## config.mk

```make
export PLATFORM = sky130hd
export DESIGN_NAME = reg_writeback_flat
export DESIGN_NICKNAME = d
export VERILOG_FILES = /design/src/rtl/reg_writeback_if.sv /design/src/rtl/reg_writeback.sv /design/src/flat_wrapper.sv
export SDC_FILE = /design/constraint.sdc
export NUM_CORES = 1
export LEC_CHECK = 0
export CORE_ASPECT_RATIO = 1.5
export CORE_MARGIN = 4
export CORE_UTILIZATION = 46
export DETAILED_ROUTE_END_ITERATION = 6
export MAX_ROUTING_LAYER = met4
export PLACE_DENSITY = 0.79
export SYNTH_ARGS = -nofsm -noshare
export SYNTH_HDL_FRONTEND = slang
export SYNTH_SLANG_ARGS = --single-unit
```

## constraint.sdc

```tcl
create_clock -name CLK -period 2.2 [get_ports CLK]
set_clock_uncertainty 0.1 [all_clocks]
set_input_delay 0.22 -clock CLK [delete_from_list [all_inputs] [get_ports CLK]]
set_output_delay 0.22 -clock CLK [all_outputs]
set_load 0.02 [all_outputs]
```

## src/rtl/reg_writeback_if.sv

```systemverilog
// Bundle for the register-file write-side controller: intake handshakes, write strobe,
// status and forwarding lookup.
interface reg_writeback_if #(
  parameter int DATA_W = 16,
  parameter int ADDR_W = 4
);
  logic              init;
  logic              ld_valid;
  logic              ld_ready;
  logic [ADDR_W-1:0] ld_reg;
  logic [DATA_W-1:0] ld_data;
  logic              alu_valid;
  logic              alu_ready;
  logic [ADDR_W-1:0] alu_reg;
  logic [DATA_W-1:0] alu_data;
  logic              RegWrite;
  logic [ADDR_W-1:0] writeReg;
  logic [DATA_W-1:0] writeValue;
  logic              pending;
  logic [7:0]        drop_cnt;
  logic [ADDR_W-1:0] fwd_reg;
  logic              fwd_hit;
  logic [DATA_W-1:0] fwd_data;

  modport master (
    output init, ld_valid, ld_reg, ld_data, alu_valid, alu_reg, alu_data, fwd_reg,
    input  ld_ready, alu_ready, RegWrite, writeReg, writeValue, pending, drop_cnt,
           fwd_hit, fwd_data
  );

  modport slave (
    input  init, ld_valid, ld_reg, ld_data, alu_valid, alu_reg, alu_data, fwd_reg,
    output ld_ready, alu_ready, RegWrite, writeReg, writeValue, pending, drop_cnt,
           fwd_hit, fwd_data
  );
endinterface

```

## src/rtl/reg_writeback.sv

```systemverilog
// Register-file write-side controller: filters protected destinations, queues results and
// issues one-cycle write strobes. Optional forwarding lookup enabled by WB_FWD_EN.
module reg_writeback #(
  parameter int DATA_W = 16,
  parameter int ADDR_W = 4,
  parameter int DEPTH  = 4
) (
  input logic           CLK,
  input logic           RST_N,
  reg_writeback_if.slave wb
);
  localparam int PW = $clog2(DEPTH);

  localparam logic [1:0] S_IDLE  = 2'd0;
  localparam logic [1:0] S_ISSUE = 2'd1;
  localparam logic [1:0] S_HOLD  = 2'd2;

  logic [1:0]        state, state_nxt;
  logic [PW:0]       wr_ptr, rd_ptr;
  logic [ADDR_W-1:0] q_reg  [DEPTH];
  logic [DATA_W-1:0] q_data [DEPTH];
  logic [ADDR_W-1:0] wr_reg_q;
  logic [DATA_W-1:0] wr_val_q;
  logic [7:0]        drop_q;

  logic              empty, full;
  logic              ld_acc, alu_acc, acc, prot, push, pop;
  logic [ADDR_W-1:0] in_reg;
  logic [DATA_W-1:0] in_data;

  assign empty = (wr_ptr == rd_ptr);
  assign full  = (wr_ptr[PW] != rd_ptr[PW]) && (wr_ptr[PW-1:0] == rd_ptr[PW-1:0]);

  // Load wins arbitration; readiness ignores a same-cycle pop.
  assign wb.ld_ready  = !full;
  assign wb.alu_ready = !full && !wb.ld_valid;
  assign ld_acc       = wb.ld_valid && !full;
  assign alu_acc      = wb.alu_valid && !full && !wb.ld_valid;
  assign acc          = ld_acc || alu_acc;
  assign in_reg       = ld_acc ? wb.ld_reg  : wb.alu_reg;
  assign in_data      = ld_acc ? wb.ld_data : wb.alu_data;

  assign prot = in_reg inside {ADDR_W'(7), ADDR_W'(9), ADDR_W'(10), ADDR_W'(11),
                               ADDR_W'(12), ADDR_W'(13)};
  assign push = acc && !prot;
  assign pop  = !empty && !wb.init;

  always_comb begin
    state_nxt = S_IDLE;
    if (pop)         state_nxt = S_ISSUE;
    else if (!empty) state_nxt = S_HOLD;
  end

  always_ff @(posedge CLK or negedge RST_N) begin
    if (!RST_N) begin
      state    <= S_IDLE;
      wr_ptr   <= '0;
      rd_ptr   <= '0;
      wr_reg_q <= '0;
      wr_val_q <= '0;
      drop_q   <= '0;
    end else begin
      state <= state_nxt;
      if (push) wr_ptr <= wr_ptr + 1'b1;
      if (pop) begin
        rd_ptr   <= rd_ptr + 1'b1;
        wr_reg_q <= q_reg[rd_ptr[PW-1:0]];
        wr_val_q <= q_data[rd_ptr[PW-1:0]];
      end
      if (acc && prot && drop_q != 8'hFF) drop_q <= drop_q + 8'd1;
    end
  end

  // Storage needs no reset: pointers define which entries are live.
  always_ff @(posedge CLK) begin
    if (push) begin
      q_reg[wr_ptr[PW-1:0]]  <= in_reg;
      q_data[wr_ptr[PW-1:0]] <= in_data;
    end
  end

  assign wb.RegWrite   = (state == S_ISSUE);
  assign wb.writeReg   = wr_reg_q;
  assign wb.writeValue = wr_val_q;
  assign wb.drop_cnt   = drop_q;
  assign wb.pending    = !empty || (state == S_ISSUE);

`ifdef WB_FWD_EN
  logic [PW:0]   count;
  logic [PW-1:0] fidx;
  logic          hit;
  logic [DATA_W-1:0] fdata;

  assign count = wr_ptr - rd_ptr;

  // Scan oldest to youngest so the youngest match overrides; the strobe is oldest of all.
  always_comb begin
    hit   = 1'b0;
    fdata = '0;
    fidx  = '0;
    if (state == S_ISSUE && wr_reg_q == wb.fwd_reg) begin
      hit   = 1'b1;
      fdata = wr_val_q;
    end
    for (int i = 0; i < DEPTH; i++) begin
      fidx = rd_ptr[PW-1:0] + PW'(i);
      if ((PW+1)'(i) < count && q_reg[fidx] == wb.fwd_reg) begin
        hit   = 1'b1;
        fdata = q_data[fidx];
      end
    end
  end

  assign wb.fwd_hit  = hit;
  assign wb.fwd_data = fdata;
`else
  logic unused_fwd;
  assign unused_fwd  = ^wb.fwd_reg;
  assign wb.fwd_hit  = 1'b0;
  assign wb.fwd_data = '0;
`endif
endmodule

```

## src/flat_wrapper.sv

```systemverilog
// flat-port wrapper written by rule: the top's interface ports become plain ports
module reg_writeback_flat 
#(
  parameter int DATA_W = 16,
  parameter int ADDR_W = 4,
  parameter int DEPTH  = 4
)
  (CLK, RST_N, wb_init, wb_ld_valid, wb_ld_reg, wb_ld_data, wb_alu_valid, wb_alu_reg, wb_alu_data, wb_fwd_reg, wb_ld_ready, wb_alu_ready, wb_RegWrite, wb_writeReg, wb_writeValue, wb_pending, wb_drop_cnt, wb_fwd_hit, wb_fwd_data);
  reg_writeback_if #(.DATA_W(DATA_W), .ADDR_W(ADDR_W)) wb_i ();
  input logic CLK;
  input logic RST_N;
  input wire logic [$bits(wb_i.init)-1:0] wb_init;
  input wire logic [$bits(wb_i.ld_valid)-1:0] wb_ld_valid;
  input wire logic [$bits(wb_i.ld_reg)-1:0] wb_ld_reg;
  input wire logic [$bits(wb_i.ld_data)-1:0] wb_ld_data;
  input wire logic [$bits(wb_i.alu_valid)-1:0] wb_alu_valid;
  input wire logic [$bits(wb_i.alu_reg)-1:0] wb_alu_reg;
  input wire logic [$bits(wb_i.alu_data)-1:0] wb_alu_data;
  input wire logic [$bits(wb_i.fwd_reg)-1:0] wb_fwd_reg;
  output wire logic [$bits(wb_i.ld_ready)-1:0] wb_ld_ready;
  output wire logic [$bits(wb_i.alu_ready)-1:0] wb_alu_ready;
  output wire logic [$bits(wb_i.RegWrite)-1:0] wb_RegWrite;
  output wire logic [$bits(wb_i.writeReg)-1:0] wb_writeReg;
  output wire logic [$bits(wb_i.writeValue)-1:0] wb_writeValue;
  output wire logic [$bits(wb_i.pending)-1:0] wb_pending;
  output wire logic [$bits(wb_i.drop_cnt)-1:0] wb_drop_cnt;
  output wire logic [$bits(wb_i.fwd_hit)-1:0] wb_fwd_hit;
  output wire logic [$bits(wb_i.fwd_data)-1:0] wb_fwd_data;
  assign wb_i.init = wb_init;
  assign wb_i.ld_valid = wb_ld_valid;
  assign wb_i.ld_reg = wb_ld_reg;
  assign wb_i.ld_data = wb_ld_data;
  assign wb_i.alu_valid = wb_alu_valid;
  assign wb_i.alu_reg = wb_alu_reg;
  assign wb_i.alu_data = wb_alu_data;
  assign wb_i.fwd_reg = wb_fwd_reg;
  assign wb_ld_ready = wb_i.ld_ready;
  assign wb_alu_ready = wb_i.alu_ready;
  assign wb_RegWrite = wb_i.RegWrite;
  assign wb_writeReg = wb_i.writeReg;
  assign wb_writeValue = wb_i.writeValue;
  assign wb_pending = wb_i.pending;
  assign wb_drop_cnt = wb_i.drop_cnt;
  assign wb_fwd_hit = wb_i.fwd_hit;
  assign wb_fwd_data = wb_i.fwd_data;
  reg_writeback #(.DATA_W(DATA_W), .ADDR_W(ADDR_W), .DEPTH(DEPTH)) u_core (.CLK(CLK), .RST_N(RST_N), .wb(wb_i));
endmodule
```

# Word-level counts from Yosys, hierarchy flattened
# Memory sizes are Yosys's and may differ from the RTL's. A register that Yosys moved wholly into a read port is not among the register bits.
# Index checks and enable logic that the tools add are counted.
dict set report word_totals {
  regBits 16
  mem_bits_rw 80
  input_bits 49
  out_inout_bits 49
  word_cells 45
  memories 2
}
dict set report op_classes {
  add_sub_neg 3
  eq_ne 11
  muxes 6
  n_reduce_logical 19
}
# name depth width read_ports rd_ports_with_merged_regs write_ports line_no
set memory_table {}
lappend memory_table {u_core.q_data 4 16 1 1 1 reg_writeback.sv:21} ;# logic [DATA_W-1:0] q_data [DEPTH];
lappend memory_table {u_core.q_reg 4 4 1 1 1 reg_writeback.sv:20} ;# logic [ADDR_W-1:0] q_reg [DEPTH];
# cell n
set op_table {}
lappend op_table {{4-bit == test, second input constant} 5}
lappend op_table {{16-bit 2-to-1 mux} 1}
lappend op_table {{1-bit logical AND} 9}
lappend op_table {{8-bit by 1-bit adder with 8-bit output, second input constant} 1}
lappend op_table {{8-bit inequality test, second input constant} 1}
lappend op_table {{1-bit logical NOT} 7}
lappend op_table {{3-bit by 1-bit adder with 3-bit output, second input constant} 2}
lappend op_table {{6-bit nonzero test} 1}
lappend op_table {{4-bit by 3-bit == test with 1-bit output, second input constant} 1}
lappend op_table {{2-bit 2-to-1 mux} 2}
lappend op_table {{4-bit 2-to-1 mux} 1}
lappend op_table {{3-bit == test} 1}
lappend op_table {{2-bit by 1-bit == test with 1-bit output, second input constant} 1}
lappend op_table {{2-bit == test} 1}
lappend op_table {{1-bit logical OR} 2}
lappend op_table {{1-bit 2-to-1 mux} 2}
lappend op_table {{1-bit inequality test} 1}

# Depth between registers and ports, before layout
# Gate-level depths: netlist of run 1.
dict set report depth {
  ltp_word 11
  ltp_mapped 6
}

# Least setup slack after synthesis of run 1
# OpenSTA, ideal clock, no wires.
dict set report synth_timing {
  kind {flip-flop to flip-flop}
  start {register u_core.rd_ptr[0]}
  end {memory u_core.q_data[3][0] (enable)}
  setup_time_ns 0.380
  arrival_time_ns 1.563
  slack_ns 0.157
  path_stages_with_launch 5
  path_cell_list {dfrtp_1 xor2_1 nor3_2 a21oi_2 and2_1}
}
dict set report synth_between {
  elab_chain_len 11
  word_cells_on_any_way 19
}
# item line_no
set synth_rtl {}
lappend synth_rtl {{from (decl)} reg_writeback.sv:19} ;# logic [PW:0] wr_ptr, rd_ptr;
lappend synth_rtl {{from (signal assigned)} reg_writeback.sv:66} ;# rd_ptr <= rd_ptr + 1'b1;
lappend synth_rtl {{2-bit == test *} reg_writeback.sv:32} ;# assign full = (wr_ptr[PW] != rd_ptr[PW]) && (wr_ptr[PW-1:0] == rd_ptr[PW-1:0]);
lappend synth_rtl {{1-bit logical AND *} reg_writeback.sv:32}
lappend synth_rtl {{1-bit logical NOT *} {reg_writeback.sv:37, reg_writeback.sv:38}}
lappend synth_rtl {{1-bit logical AND} reg_writeback.sv:37} ;# assign ld_acc = wb.ld_valid && !full;
lappend synth_rtl {{4-bit 2-to-1 mux} reg_writeback.sv:40} ;# assign in_reg = ld_acc ? wb.ld_reg : wb.alu_reg;
lappend synth_rtl {{4-bit by 3-bit == test with 1-bit output / 4-bit == test (equally long branches)} reg_writeback.sv:43} ;# assign prot = in_reg inside {ADDR_W'(7), ADDR_W'(9), ADDR_W'(10), ADDR_W'(11),
lappend synth_rtl {{6-bit nonzero test} reg_writeback.sv:43}
lappend synth_rtl {{1-bit logical NOT} reg_writeback.sv:45} ;# assign push = acc && !prot;
lappend synth_rtl {{1-bit logical AND *} reg_writeback.sv:45}
lappend synth_rtl {{1-bit 2-to-1 mux *} reg_writeback.sv:76} ;# if (push) begin
lappend synth_rtl {{1-bit 2-to-1 mux (not written as such) *} reg_writeback.sv:78} ;# q_data[wr_ptr[PW-1:0]] <= in_data;
lappend synth_rtl {{to (decl)} reg_writeback.sv:21}
# Mark *: on every way between the ends. The rest lies on a longest branch, timed or not.

# Final worst setup path of run 1
dict set report layout_timing {
  start {register u_core.rd_ptr[2]}
  end {output port wb_pending}
}
dict set report layout_between {
  elab_chain_len 3
}
# item line_no
set layout_rtl {}
lappend layout_rtl {{3-bit == test} reg_writeback.sv:31} ;# assign empty = (wr_ptr == rd_ptr);
lappend layout_rtl {{1-bit logical NOT} reg_writeback.sv:86} ;# assign wb.pending = !empty || (state == S_ISSUE);
lappend layout_rtl {{1-bit logical OR} reg_writeback.sv:86}
lappend layout_rtl {{to (decl)} flat_wrapper.sv:25} ;# output wire logic [$bits(wb_i.pending)-1:0] wb_pending;
# No other way between the ends.

==> impl_results.md, run 1 <==
* Status: complete, no violations
* Clock transition at path regs at 50 ps
* Share of cells above drive strength 1 at 21.52%
* Multi-input gate area at 1531 sq um
* Critical Path, Cell by Cell: xnor2_1 -> nor3b_4 -> nand2b_1 -> dlygate4sd2_1
* VDD IR max at 0.0007639 V
* Fin cells at 539
* CP top delay family: flip-flops
* P per Cell Area at 1425 nW/um^2
* Clock latency on the worst-skew pair at 400 ps
* Hold Path Class: register to register
* Crit path max-delay cell type: dfrtp_1
* Post-route DRC at 0
* Synth Area per Inst at 18.00 sq um
* Chip width at 92.55 um
* Area contributors post-synth: edfxtp_1 (49%), dfrtp_1 (18%), mux4_2 (9.1%)
* Root Driver: clkbuf_16
* Initial Util at 46.83%
* Die footprint at 12480 sq um
* Maxcap violations at 0
* Crit path kind: register to output port
* Core Area at 10530 sq um
* Sink Count at 116
* Primary FF master, synth: edfxtp_1
* Max Freq at 0.4868 GHz
* Remaining Overflow, GRT at 0
* Worst Path Required at 1880 ps
* Post-synthesis async set-or-reset flop share at 31.03%
* Post-synth EDFFs at 80
* Final worst slack at 145.8 ps
* Final hold slack at 381.1 ps
* WL per Instance at 17.80 um
* RSZ-0062 raised after global routing: false
* Unique masters post-synth at 33
* IO Pins at 98
* Buf+Inv Stages, Crit Path at 1
* Largest net degree at the start of global routing at 37
* Register area share after synthesis at 66.97%
* TritonRoute pass-1 iters at 4
* Die Height at 134.8 um
* Final slew viol count at 0
* Last weighted congestion value of the routability-driven placer at 0.7380
* Layout area overhead at 32.47%
* Placed insts at 504
* Commonest cells post-synth: edfxtp_1 (80), mux2_1 (39), dfrtp_1 (36), mux4_2 (20), buf_4 (19)
* Core Rows at 46
* Fin Setup TNS at 0 ps
* Most frequent cell after synthesis: edfxtp_1
* Post-Syn Instances at 274
* Worst-margin pin slew at 868.3 ps
* Synth warn at 0
* CP Max Fanout at 2
* H-tree levels at 4
* Hold Fails Final Rpt at 0
* Pre-CTS WS at -168.6 ps
* Worst hold stages at 1
* Initial antenna violation count at 0
* Iter 0 DRT Violations at 182
* Area leader, netlist: edfxtp_1
* Final setup vio count at 0
* Top cell type's share of synthesized area at 48.71%
* DPL Wire Length at 6321 um
* Period utilization at 93.37%
* CP Depth at 4
* Gr usage total at 16.48%
* Fillers at 756
* CP Launch Type: register
* Vias in the first global route at 2879
* Crit. End Element: output port
* Detail Route Antenna Nets at 0
* Final nets at 437
* P_leak at 2.430 nW
* Final Critical Period at 2054 ps
* CTS tree: built
* Seq cells post-synth at 116
* FF/Latch Area at 3306 sq um
* Max reg flops at 64
* First-pass GRT wire length at 14700 um
* CTS max path bufs at 2
* Largest stage delay, worst path at 400 ps
* WP data arrival at 1730 ps
* Buffers added on ports at 76
* DR vias at 2674
* Ant diodes at 0
* Routed WL at 9595 um
* Avg Vias per Cell at 4.961
* Synth Cell Area at 4932 sq um
* Reg2reg path depth at 6
* Relative slew slack at 42.11%
* Total CTS buffers at 17
==> placed cells by master (no fill, tap or decap), types with 6 or more instances in the layout <==
cell type,instances
edfxtp_1,80
clkdlybuf4s50_1,72
mux2_1,39
dfrtp_1,34
mux4_2,20
conb_1,17
clkbuf_16,17
buf_4,17
xor2_1,7
ha_1,6
==> layout make-up <==
class | count | share of cell area, %
Multi-Input combinational cell | 145 | 23.44
Inverter | 5 | 0.2872
Clock inverter | 6 | 0.8043
Timing Repair Buffer | 97 | 14.48
Clock buffer | 26 | 7.641
Sequential cell | 116 | 50.59
Tap cell | 144 | 2.758
==> stage by stage <==
step	utilization, %	instance area [sq um]	total power [mW]
3_5_place_dp	56.27	5927	6.782
4_1_cts	61.84	6514	9.365
2_1_floorplan	-	4992	5.467
6_report	62.03	6534	9.313
3_3_place_gp	56.27	5927	6.637
5_1_grt	62.03	6534	9.788
==> worst reg2reg max path, cell delays in order, from the launching register on <==
cell and delay (ps):
dfrtp_2 480, xor2_4 230, nor3_2 180, inv_2 90
nand2_2 110, buf_4 190, mux2_1 400
==> routing by layer <==
layer | vias up | track usage, % | routed length (um)
li1 | 1216 | - | -
met1 | 1367 | 18.00 | 3762
met2 | 85 | 28.14 | 5246
met3 | 6 | 5.072 | 517
met4 | 0 | 6.198 | 69
met5 | - | - | 0
==> kinds of logic after synthesis <==
kind of cell	after synthesis	share of synthesized area (%)
AND/OR/NAND/NOR	36	4.617
flip-flops	116	66.97
AO/OA/AOI/OAI	9	1.522
other	1	0.07603
multiplexers	62	18.72
adder cells (fa/ha/maj)	6	1.522
XOR/XNOR	14	2.486
buffers and inverters	30	4.084
==> where the power goes <==
| part | total, mW | switching [mW] | internal (mW) |
|---|---|---|---|
| logic | 3.33 | 1.69 | 1.64 |
| clock network | 2.50 | 0.844 | 1.65 |
| registers | 3.48 | 0.330 | 3.15 |
==> final timing paths <==
path	startpoint	to	slack, ps
max	u_core.rd_ptr[2]	wb_pending	150
min	u_core.wb.writeValue[1]	u_core.wb.writeValue[1]	380
max reg2reg	u_core.wr_ptr[1]	u_core.q_data[2][10]	150
min reg2reg	u_core.wb.writeValue[1]	u_core.wb.writeValue[1]	380
max in group asynchronous	RST_N	u_core.wr_ptr[1]	980
min in group asynchronous	RST_N	u_core.wb.writeValue[3]	410
==> repair_timing <==
action                                  CTS  global route
endpoints found under the setup margin    3            23
endpoints found under the hold margin    36             0
resized for setup                         6             5
buffers inserted                          1             0
pin swaps                                 0             1
gates cloned                              0             1
hold buffers                              1             0
No activity file was read; power rests on OpenSTA's default activity.
==> run 2, diff against run 1 <==
--- a/config.mk
+++ b/config.mk
@@ -8,6 +8,7 @@
 export CORE_ASPECT_RATIO = 1.5
 export CORE_MARGIN = 4
 export CORE_UTILIZATION = 46
+export CTS_CLUSTER_DIAMETER = 30
 export DETAILED_ROUTE_END_ITERATION = 6
 export MAX_ROUTING_LAYER = met4
 export PLACE_DENSITY = 0.79
==> results of run 2 <==
Final layout, timing and power as in run 1 (identical DEF).
==> run 3, diff against run 2 <==
--- a/config.mk
+++ b/config.mk
@@ -5,13 +5,15 @@
 export SDC_FILE = /design/constraint.sdc
 export NUM_CORES = 1
 export LEC_CHECK = 0
+export ABC_AREA = 1
 export CORE_ASPECT_RATIO = 1.5
 export CORE_MARGIN = 4
-export CORE_UTILIZATION = 46
+export CORE_UTILIZATION = 47
 export CTS_CLUSTER_DIAMETER = 30
+export CTS_CLUSTER_SIZE = 14
 export DETAILED_ROUTE_END_ITERATION = 6
 export MAX_ROUTING_LAYER = met4
-export PLACE_DENSITY = 0.79
+export PLACE_DENSITY = 0.8
 export SYNTH_ARGS = -nofsm -noshare
 export SYNTH_HDL_FRONTEND = slang
 export SYNTH_SLANG_ARGS = --single-unit
==> run 3 against run 2 <==
Against the previous run: the run now ends with negative setup slack left; sequential share of layout area is 4.0 points lower; synthesized cell count is 69% higher; power is 11% higher; global-route usage is 2.9 points higher; critical path depth is 8 higher; sequential power hardly changed; final area is 8.6% higher; cell count is 38% higher.
==> impl_results.md, run 3 <==
* Fin cells at 744 (+38%)
* CP Launch Type: register
* VDD IR max at 0.0007774 V (+1.8%)
* Layout area overhead at 38.44%
* Synth Area per Inst at 11.07 sq um (-38%)
* Clock transition at path regs at 50 ps (about the same)
* Placed cell areas at 6223 sq um (+5.0%)
* Maxcap violations at 0 (unchanged)
* Area contributors post-synth: edfxtp_1 (47%), dfrtp_1 (18%), nor2_1 (7.8%)
* Avg Vias per Cell at 5.296 (+6.7%)
* Sink Count at 116 (unchanged)
* Remaining Overflow, GRT at 0 (unchanged)
* CTS tree: built
* Share of cells above drive strength 1 at 21.83% (+0.31 points)
* Fin Setup TNS at -8301 ps (-8301 ps)
* Top cell type's share of synthesized area at 46.86% (-1.8 points)
* Area leader, netlist: edfxtp_1
* Commonest non-fill, non-tap cell in the layout: nor2_1
* Seq cells post-synth at 116 (unchanged)
* Reg2Reg Setup Slack at -160 ps (-300 ps)
* Vias in the first global route at 3938 (+37%)
* Reg2reg end: u_core.q_reg[0][3]
* Violated checks: negative setup slack
* IO Pins at 98 (unchanged)
* DPL Wire Length at 7306 um (+16%)
* Worst Path Required at 2220 ps (+340 ps)
* Largest net degree at the start of global routing at 42 (+14%)
* P per Cell Area at 1456 nW/um^2 (+2.1%)
* Critical Path, Cell by Cell: xnor2_2 -> nand3_4 -> nand2_8 -> nand2_1 -> nand2_2 -> inv_2 -> nand2_4 -> nand2_4 -> nand2_8 -> nand2_8 -> nor2_4 -> clkbuf_16
* Worst-margin pin slew at 915.5 ps (+47.23 ps)
* Last weighted congestion value of the routability-driven placer at 0.7596 (+2.9%)
* Most frequent CP cell: nand2_8
* Largest stage delay, worst path at 410 ps (about the same)
* Buffers added on ports at 76 (unchanged)
* Initial antenna violation count at 0 (unchanged)
* Total CTS buffers at 17 (unchanged)
* Finished Cell Area at 7097 sq um (+8.6%)
* Status: finished with violations
* Primary FF master, synth: edfxtp_1
* Period utilization at 107.2% (+14 points)
* P_leak at 2.841 nW (+17%)
* Hold Path Class: input pin to register
* Synth warn at 0 (unchanged)
* Root Driver: clkbuf_16
* Most frequent cells in the layout: nor2_1 (102), edfxtp_1 (80), clkdlybuf4s50_1 (72), o21ai_0 (42), buf_4 (39)
* Crit path max-delay cell type: dfrtp_1
* DR vias at 3940 (+47%)
* Most frequent cell after synthesis: nor2_1
* Die footprint at 12680 sq um (+1.6%)
* Clock latency on the worst-skew pair at 410 ps (about the same)
* Routed WL at 12640 um (+32%)
* CTS max path bufs at 2 (unchanged)
* Iter 0 DRT Violations at 272 (+49%)
* Initial Util at 48.14% (+1.3 points)
* Commonest cells post-synth: nor2_1 (106), edfxtp_1 (80), nand2_1 (47), o21ai_0 (42), dfrtp_1 (36)
* Hold worst-path end: u_core.state[1]
* WP data arrival at 2380 ps (+650 ps)
* Final nets at 642 (+47%)
* Pre-CTS WS at -167.2 ps (+1.421 ps)
* Post-synthesis async set-or-reset flop share at 31.03% (unchanged)
* Synth Cell Area at 5126 sq um (+3.9%)
* Ant diodes at 0 (unchanged)
* Max reg flops at 64 (unchanged)
* Die Height at 135.9 um (+0.80%)
* Post-Syn Instances at 463 (+69%)
* Relative slew slack at 38.96% (-3.1 points)
* Post-route DRC at 0 (unchanged)
* Total power at 10.33 mW (+11%)
* Crit Reg-Reg Startpoint: u_core.rd_ptr[1]
* RSZ-0062 raised after global routing: true
* Chip width at 93.27 um (+0.78%)
* Hold Fails Final Rpt at 0 (unchanged)
* Register area share after synthesis at 64.44% (-2.5 points)
* Final setup vio count at 84 (+84)
* Max Freq at 0.4240 GHz (-13%)
* Final worst slack at -158.4 ps (-304.2 ps)
* Detail Route Antenna Nets at 0 (unchanged)
* First-pass GRT wire length at 18040 um (+23%)
* Core Rows at 46 (unchanged)
* Gr usage total at 19.38% (+2.9 points)
* Unique masters post-synth at 30 (-9.1%)
* Final Critical Period at 2358 ps (+304.2 ps)
* Placed insts at 690 (+37%)
* WL per Instance at 16.99 um (-4.5%)
* Hold_sp: wb_init
* Reg2reg path depth at 12 (+6)
* Core Area at 10650 sq um (+1.1%)
* Worst hold stages at 3 (+2)
* Final slew viol count at 0 (unchanged)
* TritonRoute pass-1 iters at 5 (+1)
* Crit. End Element: register
* H-tree levels at 4 (unchanged)
* CP Max Fanout at 8 (+6)
* Post-synth EDFFs at 80 (unchanged)
* Crit path kind: register to register
[run 3: critical path, delay by kind of cell, from the launching register on]
family | cells | cell delay (ps)
XOR/XNOR | 1 | 230
buffers and inverters | 2 | 280
flip-flops | 1 | 410
AND/OR/NAND/NOR | 9 | 1040
[run 3: cell type report]
class | count | area, sq um
clock buffers | 18 | 429.2
clock inverters | 14 | 112.6
fillers | 734 | 3551
inverters | 28 | 107.6
multi-input cells | 298 | 1717
flip-flops and latches | 116 | 3304
well taps | 144 | 180.2
repair buffers | 126 | 1246
[run 3: cell families after synthesis]
family | synth area share, %
AO/OA/AOI/OAI | 6.932
XOR/XNOR | 1.855
adder cells (fa/ha/maj) | 1.464
buffers and inverters | 6.199
flip-flops | 64.44
multiplexers | 3.515
other | 0.07315
AND/OR/NAND/NOR | 15.52
[run 3: layer usage]
metal  vias to the layer above  part of all wire [%]  global-route usage [%]
met4                         0                   2.9                   9.454
met3                        39                   5.3                   4.651
met1                      1936                    37                   19.73
met2                       167                    55                   34.42
li1                       1798                     -                       -
met5                         -                     0                       -
[run 3: where the power goes]
part           switching (mW)  internal [mW]
Clock                   0.945           1.54
Sequential              0.317           3.15
Combinational            2.54           1.84
[run 3: timing repair]
item | in CTS | in global routing
endpoints found under the setup margin | 83 | 111
cloned | 0 | 4
hold buffers | 1 | 0
endpoints found under the hold margin | 36 | 0
resized for setup | 9 | 28
setup buffers | 10 | 8
pin swaps | 3 | 11
[run 3: how the worst max path moves through the flow]
stage                     start                   end  slack, ps
2_1_floorplan  u_core.rd_ptr[0]   u_core.q_data[3][0]       -240
3_3_place_gp        wb_ld_valid  u_core.q_data[3][13]        -70
3_5_place_dp        wb_ld_valid  u_core.q_data[3][13]       -170
4_1_cts        u_core.wr_ptr[1]  u_core.q_data[3][13]        -30
5_1_grt        u_core.rd_ptr[1]    u_core.q_reg[3][1]       -230
6_report       u_core.rd_ptr[1]    u_core.q_reg[0][3]       -160
[run 3: through the flow]
stage | utilization [%] | hold slack (ps)
final | 66.65 | 271.0
after global placement | 58.45 | 285.4
after detailed placement | 58.45 | 293.6
after CTS | 64.44 | 268.7
after global routing | 66.65 | 286.0
after floorplan | - | -175.6
